## config.mk

```make
export PLATFORM = sky130hd
export DESIGN_NAME = harmonic_weight_mixer
export DESIGN_NICKNAME = d
export VERILOG_FILES = /design/src/rtl/harmonic_weight_mixer.sv
export SDC_FILE = /design/constraint.sdc
export NUM_CORES = 1
export LEC_CHECK = 0
export BUFFER_PORTS_ARGS = -buffer_cell sky130_fd_sc_hd__buf_2
export CORE_MARGIN = 5
export CORE_UTILIZATION = 55
export CTS_BUF_LIST = sky130_fd_sc_hd__clkbuf_8
export CTS_CLUSTER_DIAMETER = 80
export DETAILED_ROUTE_END_ITERATION = 8
export PLACE_DENSITY = 0.86
export SLEW_MARGIN = 20
export SYNTH_ARGS = -nofsm -noshare
export SYNTH_HDL_FRONTEND = slang
export SYNTH_SLANG_ARGS = --single-unit
export TNS_END_PERCENT = 20
```

## constraint.sdc

```tcl
create_clock -name clk -period 3.15 [get_ports clk]
set_clock_uncertainty 0.15 [all_clocks]
set_input_delay 0 -clock clk [delete_from_list [all_inputs] [get_ports clk]]
set_output_delay 0 -clock clk [all_outputs]
set_load 0.02 [all_outputs]
```

## src/rtl/harmonic_weight_mixer.sv

```systemverilog
// rtl/harmonic_weight_mixer.sv - weighted harmonic mixer with click-free crossfade on profile change
module harmonic_weight_mixer #(
    parameter int SW        = 16,
    parameter int XFADE_LEN = 4
) (
    input  logic          clk,
    input  logic          reset,
    input  logic [1:0]    weight,
    input  logic          sample_valid,
    input  logic [SW-1:0] f_in,
    input  logic [SW-1:0] h2_in,
    input  logic [SW-1:0] h3_in,
    output logic [SW-1:0] mix_out,
    output logic          mix_valid,
    output logic          xfading
);

    // Two guard bits keep the profile sums and the crossfade blend from wrapping.
    localparam int EW = SW + 2;
    localparam int CW = 4;
    localparam logic signed [EW-1:0] MAX_V = {3'b000, {(SW-1){1'b1}}};
    localparam logic signed [EW-1:0] MIN_V = {3'b111, {(SW-1){1'b0}}};

    logic        [1:0]    active;
    logic        [1:0]    old;
    logic        [CW-1:0] count;
    logic        [1:0]    active_nxt;
    logic        [1:0]    old_nxt;
    logic        [CW-1:0] count_nxt;
    logic        [1:0]    w_dec;

    logic signed [EW-1:0] f_ext;
    logic signed [EW-1:0] h2_ext;
    logic signed [EW-1:0] h3_ext;

    logic signed [EW-1:0] p_old;
    logic signed [EW-1:0] p_act;
    logic                 s1_xf;
    logic                 s1_valid;
    logic signed [EW-1:0] blend;
    logic        [SW-1:0] clamped;

    // Floor shifts on sign-extended operands; the reserved code falls back to the fundamental.
    function automatic logic signed [EW-1:0] profile(
        input logic [1:0]           sel,
        input logic signed [EW-1:0] f,
        input logic signed [EW-1:0] h2,
        input logic signed [EW-1:0] h3
    );
        case (sel)
            2'd1:    profile = (f >>> 1) + (h2 >>> 2) + (h3 >>> 2);
            2'd2:    profile = (f >>> 2) + (h2 >>> 1) + (h3 >>> 2);
            default: profile = f;
        endcase
    endfunction

    assign f_ext  = {{2{f_in[SW-1]}},  f_in};
    assign h2_ext = {{2{h2_in[SW-1]}}, h2_in};
    assign h3_ext = {{2{h3_in[SW-1]}}, h3_in};
    assign w_dec  = (weight == 2'd3) ? 2'd0 : weight;

    // Weight capture: a change restarts the fade from whatever profile is currently active.
    always_comb begin
        active_nxt = active;
        old_nxt    = old;
        count_nxt  = count;
        if (sample_valid) begin
            if (w_dec != active) begin
                old_nxt    = active;
                active_nxt = w_dec;
                count_nxt  = CW'(XFADE_LEN);
            end else if (count != '0) begin
                count_nxt = count - 1'b1;
            end
        end
    end

    // Profile selection state.
    always_ff @(posedge clk or negedge reset) begin
        if (!reset) begin
            active <= 2'd0;
            old    <= 2'd0;
            count  <= '0;
        end else begin
            active <= active_nxt;
            old    <= old_nxt;
            count  <= count_nxt;
        end
    end

    // Stage 1: evaluate both profiles and whether this sample is inside the fade.
    always_ff @(posedge clk or negedge reset) begin
        if (!reset) begin
            p_old    <= '0;
            p_act    <= '0;
            s1_xf    <= 1'b0;
            s1_valid <= 1'b0;
        end else begin
            s1_valid <= sample_valid;
            if (sample_valid) begin
                p_old <= profile(old_nxt, f_ext, h2_ext, h3_ext);
                p_act <= profile(active_nxt, f_ext, h2_ext, h3_ext);
                s1_xf <= (count_nxt != '0);
            end
        end
    end

    // Stage 2 combine: equal-weight blend during the fade, then saturate to the sample range.
    always_comb begin
        blend = s1_xf ? ((p_old >>> 1) + (p_act >>> 1)) : p_act;
        if (blend > MAX_V) begin
            clamped = MAX_V[SW-1:0];
        end else if (blend < MIN_V) begin
            clamped = MIN_V[SW-1:0];
        end else begin
            clamped = blend[SW-1:0];
        end
    end

    // Stage 2 register: output and its fade flag hold between strobes.
    always_ff @(posedge clk or negedge reset) begin
        if (!reset) begin
            mix_out   <= '0;
            mix_valid <= 1'b0;
            xfading   <= 1'b0;
        end else begin
            mix_valid <= s1_valid;
            if (s1_valid) begin
                mix_out <= clamped;
                xfading <= s1_xf;
            end
        end
    end

endmodule

```

==> results of run 1 <==
-- sequential cells by signal, summed over array words and instances, names as in the netlist --
| register | cells |
|---|---|
| p_act | 17 |
| mix_out | 16 |
| p_old | 16 |
| count | 4 |
| active | 2 |
| old | 2 |
| mix_valid | 1 |
| s1_valid | 1 |
| s1_xf | 1 |
| xfading | 1 |
-- worst register-to-register path, delay by kind of cell, from the launching register on --
family | cells | cell delay [ns]
AO/OA/AOI/OAI | 6 | 1.06
adder cells (fa/ha/maj) | 2 | 0.61
AND/OR/NAND/NOR | 2 | 0.49
flip-flops | 1 | 0.40
buffers and inverters | 2 | 0.25
-- layout make-up --
class | count | area share, %
clock buffer | 9 | 1.79
clock inverter | 7 | 0.616
inverter | 20 | 1.09
multi-input combinational | 525 | 61.4
sequential | 61 | 22.1
tap | 136 | 2.47
timing repair buffer | 110 | 10.5
-- logic make-up after synthesis --
kind of cell | share of synthesized area [%]
fa+ha+maj | 21.5
simple gates | 11.7
mux | 5.80
flops | 25.9
compound gates | 26.7
xor+xnor | 4.91
buf+inv | 3.51
-- final timing paths --
kind | start | endpoint | slack (ns) | cells after the start
max | p_act[1] | mix_out[14] | 0.11 | 12
max reg2reg | p_act[1] | mix_out[14] | 0.11 | 12
min in group asynchronous | reset | active[1] | 0.10 | 2
min | f_in[5] | p_act[5] | 0.02 | 4
max in group asynchronous | reset | p_old[13] | 1.91 | 3
min reg2reg | mix_out[11] | mix_out[11] | 0.34 | 1
-- power by group through the flow --
stage	Combinational [mW]	Clock, mW	Sequential, mW
after floorplan	2.50	0	1.33
after global placement	3.24	0	1.25
after detailed placement	3.37	0	1.27
after CTS	3.40	0.611	1.25
after global routing	3.94	0.649	1.29
final	3.57	0.606	1.26
-- layer usage --
layer	share of wire (%)	wire length, µm	GRT usage (%)
met1	44	6530	31.6
met2	48	7130	38.4
met3	6.3	948	3.13
met4	2.3	338	7.69
met5	0	0	0
-- what timing repair did --
item,CTS,global route
resized for setup,0,23
endpoints found under the hold margin,60,0
setup endpoints to repair,12,36
hold buffers,18,0
setup buffers,0,3
pin swaps,1,7
-- Yosys cell counts, types with 3 or more instances --
cell      instances
a211oi_1         11
a21boi_0          3
a21o_1           18
a21oi_1          37
a221oi_1          4
a22oi_1          17
a31oi_1          18
and3_1            3
buf_2             3
clkbuf_1         23
dfrtp_1          61
fa_1             32
ha_1             50
inv_1            20
mux2_2           17
mux2i_1          15
nand2_1          54
nand2b_1         10
nand3_1           6
nand3b_1          5
nor2_1           38
nor2b_1          11
nor3_1            8
o211ai_1          6
o21a_1            8
o21ai_0          55
o21bai_1          3
o22a_1           14
o22ai_1           7
or3_1             6
xnor2_1          24
xor2_1            9
==> flow_summary.ini, run 1 <==
[run_status]
outcome = finished, final reports clean

[sta]
period_minus_slack_ns = 3.04
fmax_mhz = 329
finalHoldViolations = 0
relSlewSlack_pct = 52.4
whs_ns = 0.0175
layout_setup_ws_ns = 0.111
finalMaxSlewViolations = 0
worstMarginPinSlew_ns = 0.714
grt_setup_unrepaired = yes
finalSetupViolations = 0
fin_tns_setup_ns = 0
fin_crit_sh_pct = 96.5

[synth]
syn_avg_cell_area_um2 = 9.25
ys_ff_latch = 61
syn_inst = 636
async_reset_ff_share_pct = 100
ys_warn_count = 0
synth_top_area_cell = dfrtp_1
yosysTopAreaCellShare_pct = 25.9
synth_top_flop_cell = dfrtp_1
netlist_top_cells_area = dfrtp_1, fa_1, ha_1
seq_area_frac_synth_pct = 25.9
yosysUniqueCellTypes = 60
synth_edf_count = 0
syn-num-nets = 771
syn_area_um2 = 5880

[routing]
drt-pass1-iter-count = 5
drt_iter0_markers = 425
viasPerCell = 6.12
wl_mm = 14.9
drc = 0
wl_per_cell_um = 17.2
vias = 5311
ant_nets = 0

[job]
drv_cap = 0

[placement]
place.gp.congestion = 0.861
place_ws_ns = -0.155
portBuffers = 67
dp_hpwl_mm = 11.5
dp.cells = 831
placed_area_um2 = 6440

[cells_and_area]
nets = 862
seqCellArea_um2 = 1530
layout_commonest_cell = buf_2
layout_common_cells = buf_2, dfrtp_1, nand2_1, o21ai_0, ha_1
final_area_um2 = 6900
multi_input_area_um2 = 4240
insertedDiodeCount = 0
syn2layout_area_growth_pct = 17.3
final_util_pct = 66.6
stdcell_count = 868
fillers = 803
drive_gt1_share_pct = 20.5

[grt]
grt_pass1_vias = 5269
grt-ovfl-total = 0
grt_pass1_wl_mm = 24.8
grt_max_degree = 56
track_usage_pct = 23.2
antenna_found_initial = 0

[cts]
cts_tree = built
clk_path_buf_depth = 2
cts_buffers = 9
clk_latency_ns = 0.35
clock-sinks = 61
h-tree-depth = 3
clkTransAtPathRegs_ns = 0.07
ctsRootBufferMaster = clkbuf_8

[pwr]
p_int_mw = 2.93
p_sw_mw = 2.51
total_power_mw = 5.44
powerDensity_nw_per_um2 = 787
clkPwrFrac_pct = 11.2
swShare_pct = 46.1
comb_power_share_pct = 65.7
p_leak_nw = 3.07
seqPwrFrac_pct = 23.1
peakVddDrop_uv = 368

[worst_setup_path]
worstSetupPathType = reg -> reg
cp_slowest_cell = dfrtp_1
cp-start-kind = flop
cp_max_fo = 15
crit_buf_inv = 2
crit_family = compound AO/OA/AOI/OAI gates
setup.worst_path.end_class = flop
crit_path_cell_trace = ha_2 > inv_1 > fa_1 > nand2b_1 > a21oi_2 > o21ai_2 > a31oi_2 > a41oi_2 > nor3b_2 > o31ai_4 > buf_12 > a22o_1
cp_slowest_stage_delay_ns = 0.40
cp.arrival_ns = 3.13
critPathRequiredTime_ns = 3.24

[floorplan]
die_w_um = 113
dieHeight_um = 113
boundaryPins = 71
rows = 37
initial_utilization_pct = 56.7
coreArea_um2 = 10400
fp.dieArea_um2 = 12900

[min_path]
hold_path_class = in -> reg
Note: power is estimated with default switching activity, not from simulation.
==> inputs of run 2 (changes only) <==
--- a/config.mk
+++ b/config.mk
@@ -6,12 +6,12 @@
 export NUM_CORES = 1
 export LEC_CHECK = 0
 export BUFFER_PORTS_ARGS = -buffer_cell sky130_fd_sc_hd__buf_2
-export CORE_MARGIN = 5
-export CORE_UTILIZATION = 55
+export CORE_MARGIN = 1
+export CORE_UTILIZATION = 24
 export CTS_BUF_LIST = sky130_fd_sc_hd__clkbuf_8
 export CTS_CLUSTER_DIAMETER = 80
 export DETAILED_ROUTE_END_ITERATION = 8
-export PLACE_DENSITY = 0.86
+export PLACE_DENSITY = 0.5
 export SLEW_MARGIN = 20
 export SYNTH_ARGS = -nofsm -noshare
 export SYNTH_HDL_FRONTEND = slang
==> run 2 against run 1 <==
Die area up 95%. Sequential share of layout area down 0.92 points. The flow now finishes with violations (hold timing). Critical endpoint is now p_act[15]. Critical path depth down 1.
==> flow_summary.ini, run 2 (same netlist as run 1, synthesis figures left out) <==
[routing]
viasPerCell = 4.77
drt_iter0_markers = 271
ant_nets = 0
drc = 0
vias = 5075
wl_mm = 15.5
drt-pass1-iter-count = 4
wl_per_cell_um = 14.6

[min_path]
hold_path_class = in -> reg

[worst_setup_path]
crit_path_cell_trace = dlygate4sd3_1 > buf_2 > fa_1 > ha_1 > nor4_1 > o21ai_2 > a31oi_1 > o21ai_0 > a21o_1 > a2111oi_2 > o32ai_1
critPathRequiredTime_ns = 3.21
cp.arrival_ns = 3.03
cp_max_fo = 5
setup.worst_path.end_class = flop
worstSetupPathType = in -> reg
cp-start-kind = primary input
cp_slowest_stage_delay_ns = 0.53
cp_slowest_cell = dlygate4sd3_1

[placement]
portBuffers = 67
place.gp.congestion = 0.799
place_ws_ns = -0.240
dp_hpwl_mm = 12.8

[sta]
relSlewSlack_pct = 42.2
finalSetupViolations = 0
period_minus_slack_ns = 2.98
layout_setup_ws_ns = 0.174
fmax_mhz = 336
finalHoldViolations = 1
finalMaxSlewViolations = 0
grt_setup_unrepaired = no
fin_tns_setup_ns = 0
whs_ns = -0.00125
fin_crit_sh_pct = 94.5
worstMarginPinSlew_ns = 0.867

[floorplan]
coreArea_um2 = 23800
boundaryPins = 71
dieHeight_um = 159
initial_utilization_pct = 24.8
rows = 56
fp.dieArea_um2 = 25100
die_w_um = 159

[pwr]
peakVddDrop_uv = 249
p_leak_nw = 3.15
powerDensity_nw_per_um2 = 768

[grt]
grt_pass1_wl_mm = 26.8
grt_max_degree = 58
grt-ovfl-total = 0
track_usage_pct = 13.4
antenna_found_initial = 0
grt_pass1_vias = 5284

[cells_and_area]
largest_reg_flops = 17
largest-register = p_act
nets = 876
insertedDiodeCount = 0
layout_commonest_cell = buf_2
layout_common_cells = buf_2, dfrtp_1, nand2_1, o21ai_0, ha_1
fillers = 2538
syn2layout_area_growth_pct = 22.4
reg_top3 = p_act x17, mix_out x16, p_old x16
drive_gt1_share_pct = 20.8

[run_status]
outcome = complete, but fails checks
violations = hold timing

[cts]
clock-sinks = 61
clk_path_buf_depth = 2
cts_buffers = 9
ctsRootBufferMaster = clkbuf_8
clkTransAtPathRegs_ns = 0.08
cts_tree = built
clk_latency_ns = 0.35
h-tree-depth = 3

[job]
drv_cap = 0
## run 2: path summary, 6_finish.rpt
path | from | endpoint | slack (ns) | cells after the start
max | f_in[7] | p_act[15] | 0.17 | 11
min | f_in[9] | p_act[9] | -0.001 | 4
max reg2reg | p_act[1] | mix_out[14] | 0.18 | 12
min reg2reg | mix_out[12] | mix_out[12] | 0.34 | 1
max in group asynchronous | reset | p_old[9] | 1.97 | 3
min in group asynchronous | reset | active[1] | 0.14 | 2
## run 2: area by class of cell
type / count / area (µm²) / area share [%]
multi-input combinational: 525 / 4180 / 58.0
sequential: 61 / 1530 / 21.2
timing repair buffer: 124 / 828 / 11.5
tap: 319 / 399 / 5.54
clock buffer: 9 / 124 / 1.72
clock inverter: 7 / 72.6 / 1.01
inverter: 20 / 75.1 / 1.04
## run 2: where the power goes
group | switching (mW) | leakage (nW) | internal (mW)
registers | 0.188 | 0.716 | 1.06
clock network | 0.335 | 0.0960 | 0.367
logic | 1.95 | 2.33 | 1.64
## run 2: through the flow
step | cell area (µm²) | instances | power, mW | util (%) | hold slack, ns
global route | 7200 | 1065 | 6.07 | 30.3 | 0.0413
finish | 7200 | 1065 | 5.53 | 30.3 | -0.00125
floorplan | 5880 | 636 | 3.82 | - | -0.446
detailed placement | 6800 | 1032 | 4.79 | 28.6 | 0.0327
global placement | 6800 | 1032 | 4.78 | 28.6 | 0.0325
CTS | 7160 | 1064 | 5.54 | 30.1 | 0.00484
## run 2: critical path, delay by kind of cell
family | cells | cell delay (ns)
compound gates | 6 | 1.26
simple gates | 1 | 0.33
fa+ha+maj | 2 | 0.74
buf+inv | 2 | 0.70
## run 2: repair_timing
| item | in CTS | in global routing |
|---|---|---|
| setup endpoints to repair | 0 | 21 |
| resized for setup | 0 | 9 |
| setup buffers | 0 | 1 |
| hold buffers | 16 | 0 |
| hold endpoints to repair | 60 | 0 |
## run 2: metal layers
metal  GRT usage (%)  share of wire (%)  vias to the layer above
li1                -                  -                     2578
met5               0                  0                        -
met3            1.20                3.7                       10
met4            4.30                1.1                        0
met2            20.7                 44                       74
met1            19.5                 51                     2413
==> inputs of run 3 (changes only) <==
--- a/config.mk
+++ b/config.mk
@@ -6,12 +6,14 @@
 export NUM_CORES = 1
 export LEC_CHECK = 0
 export BUFFER_PORTS_ARGS = -buffer_cell sky130_fd_sc_hd__buf_2
+export CELL_PAD_IN_SITES_DETAIL_PLACEMENT = 1
+export CELL_PAD_IN_SITES_GLOBAL_PLACEMENT = 1
 export CORE_MARGIN = 1
 export CORE_UTILIZATION = 24
 export CTS_BUF_LIST = sky130_fd_sc_hd__clkbuf_8
 export CTS_CLUSTER_DIAMETER = 80
 export DETAILED_ROUTE_END_ITERATION = 8
-export PLACE_DENSITY = 0.5
+export PLACE_DENSITY = 0.58
 export SLEW_MARGIN = 20
 export SYNTH_ARGS = -nofsm -noshare
 export SYNTH_HDL_FRONTEND = slang
==> constraint.sdc (replaced) <==
create_clock -name clk -period 3.7 [get_ports clk]
set_clock_uncertainty 0.15 [all_clocks]
set_input_delay 0 -clock clk [delete_from_list [all_inputs] [get_ports clk]]
set_output_delay 0 -clock clk [all_outputs]
set_load 0.02 [all_outputs]
==> run 3 against run 2 <==
The flow now finishes without violations. Clock power is 23% lower. Non-clock buffer count is 31 lower. Sequential power is 14% lower. Largest power group unchanged.
==> flow_summary.ini, run 3 (same netlist as run 1, synthesis figures left out) <==
[run_status]
outcome = finished, final reports clean

[worst_setup_path]
cp_slowest_cell = fa_1
setup.worst_path.end_class = flop
cp_slowest_stage_delay_ns = 0.54
reg2regPathDepth = 12
critPathRequiredTime_ns = 3.75
crit_buf_inv = 2
crit_family = compound AO/OA/AOI/OAI gates
cp.arrival_ns = 3.49
r2r_end = mix_out[0]
cp-start-kind = primary input
cp_max_fo = 4
r2r_slack_ns = 0.48
worstSetupPathType = in -> reg
crit_path_cell_trace = dlygate4sd3_1 > buf_2 > fa_1 > fa_1 > a211oi_1 > o21ai_1 > a31oi_2 > o21ai_0 > a21o_1 > a2111oi_1 > o32ai_1
crit_path_frequent_cell = fa_1
regToRegStartpoint = p_act[1]

[min_path]
hold_path_class = in -> reg
holdCritStartpoint = f_in[3]
holdPathEnd = p_act[3]
worstHoldPathCells = 4

[sta]
finalSetupViolations = 0
fmax_mhz = 291
worstMarginPinSlew_ns = 0.878
relSlewSlack_pct = 41.5
fin_crit_sh_pct = 92.9
period_minus_slack_ns = 3.44
layout_setup_ws_ns = 0.262
fin_tns_setup_ns = 0
finalHoldViolations = 0
finalMaxSlewViolations = 0
grt_setup_unrepaired = no

[grt]
track_usage_pct = 13.6
grt_pass1_wl_mm = 27.1
grt_pass1_vias = 5281
antenna_found_initial = 0
grt_max_degree = 58
grt-ovfl-total = 0

[routing]
vias = 4983
wl_per_cell_um = 15.6
ant_nets = 0
drt-pass1-iter-count = 4
drc = 0
viasPerCell = 4.83
drt_iter0_markers = 172
wl_mm = 16.1

[floorplan]
die_w_um = 159
initial_utilization_pct = 24.8
coreArea_um2 = 23800
dieHeight_um = 159
fp.dieArea_um2 = 25100
rows = 56
boundaryPins = 71

[pwr]
peakVddDrop_uv = 189
total_power_mw = 4.53
powerDensity_nw_per_um2 = 653
p_leak_nw = 2.98

[cells_and_area]
insertedDiodeCount = 0
layout_common_cells = buf_2, dfrtp_1, nand2_1, o21ai_0, ha_1
final_util_pct = 29.2
largest_reg_flops = 17
layout_commonest_cell = buf_2
drive_gt1_share_pct = 16.4
syn2layout_area_growth_pct = 17.7
final_area_um2 = 6930
largest-register = p_act
fillers = 2771
nets = 845
reg_top3 = p_act x17, mix_out x16, p_old x16

[placement]
portBuffers = 67
placed_area_um2 = 6550
place_ws_ns = 0.149
place.gp.congestion = 0.776
dp_hpwl_mm = 13.2

[job]
drv_cap = 0

[cts]
clk_path_buf_depth = 2
clkTransAtPathRegs_ns = 0.07
cts_buffers = 9
clock-sinks = 61
ctsRootBufferMaster = clkbuf_8
cts_setup_buffers = 0
clk_latency_ns = 0.34
cts_tree = built
h-tree-depth = 3
==> run 3: metal layers <==
metal | vias to the layer above | share of wire, % | GRT usage, %
met2 | 57 | 44 | 22.1
met4 | 0 | 1.1 | 3.71
li1 | 2496 | - | -
met1 | 2420 | 52 | 19.2
met3 | 10 | 2.4 | 1.20
met5 | - | 0 | 0
==> run 3: power breakdown <==
part,internal [mW],total [mW],switching (mW)
combinational,1.26,2.91,1.65
sequential,0.900,1.07,0.169
clock,0.295,0.544,0.249
==> run 3: cell type report <==
| type | count | area, µm² | area share [%] |
|---|---|---|---|
| Clock buffer | 9 | 124 | 1.79 |
| Clock inverter | 4 | 43.8 | 0.632 |
| Inverter | 20 | 75.1 | 1.08 |
| Multi-Input combinational cell | 525 | 4180 | 60.4 |
| Sequential cell | 61 | 1530 | 22.0 |
| Tap cell | 319 | 399 | 5.76 |
| Timing Repair Buffer | 93 | 576 | 8.31 |
==> run 3: worst max-delay path by stage <==
| stage | start | to | slack [ns] | cells past startpoint |
|---|---|---|---|---|
| 3_5_place_dp | f_in[3] | p_act[15] | 0.15 | 11 |
| 4_1_cts | f_in[4] | p_act[15] | 0.07 | 11 |
| 5_1_grt | f_in[4] | p_act[15] | 0.04 | 11 |
| 3_3_place_gp | f_in[3] | p_act[15] | 0.14 | 11 |
| 2_1_floorplan | f_in[3] | p_act[15] | 0.81 | 10 |
| 6_report | f_in[4] | p_act[15] | 0.26 | 11 |
==> run 3: metrics by stage <==
stage,hold WS (ns),std cells
2_1_floorplan,-0.446,636
3_3_place_gp,0.0328,1000
3_5_place_dp,0.0245,1000
4_1_cts,0.0104,1031
5_1_grt,0.0409,1031
6_report,0.00838,1031
==> run 3: timing repair <==
action,in CTS,in global routing
setup endpoints to repair,0,4
hold endpoints to repair,64,0
resized for setup,0,7
hold buffers,18,0
==> run 3: worst min-delay path: stages <==
cell and delay, ns:
buf_2 0.14, nand2_1 0.07, o21ai_0 0.10, mux2_2 0.16
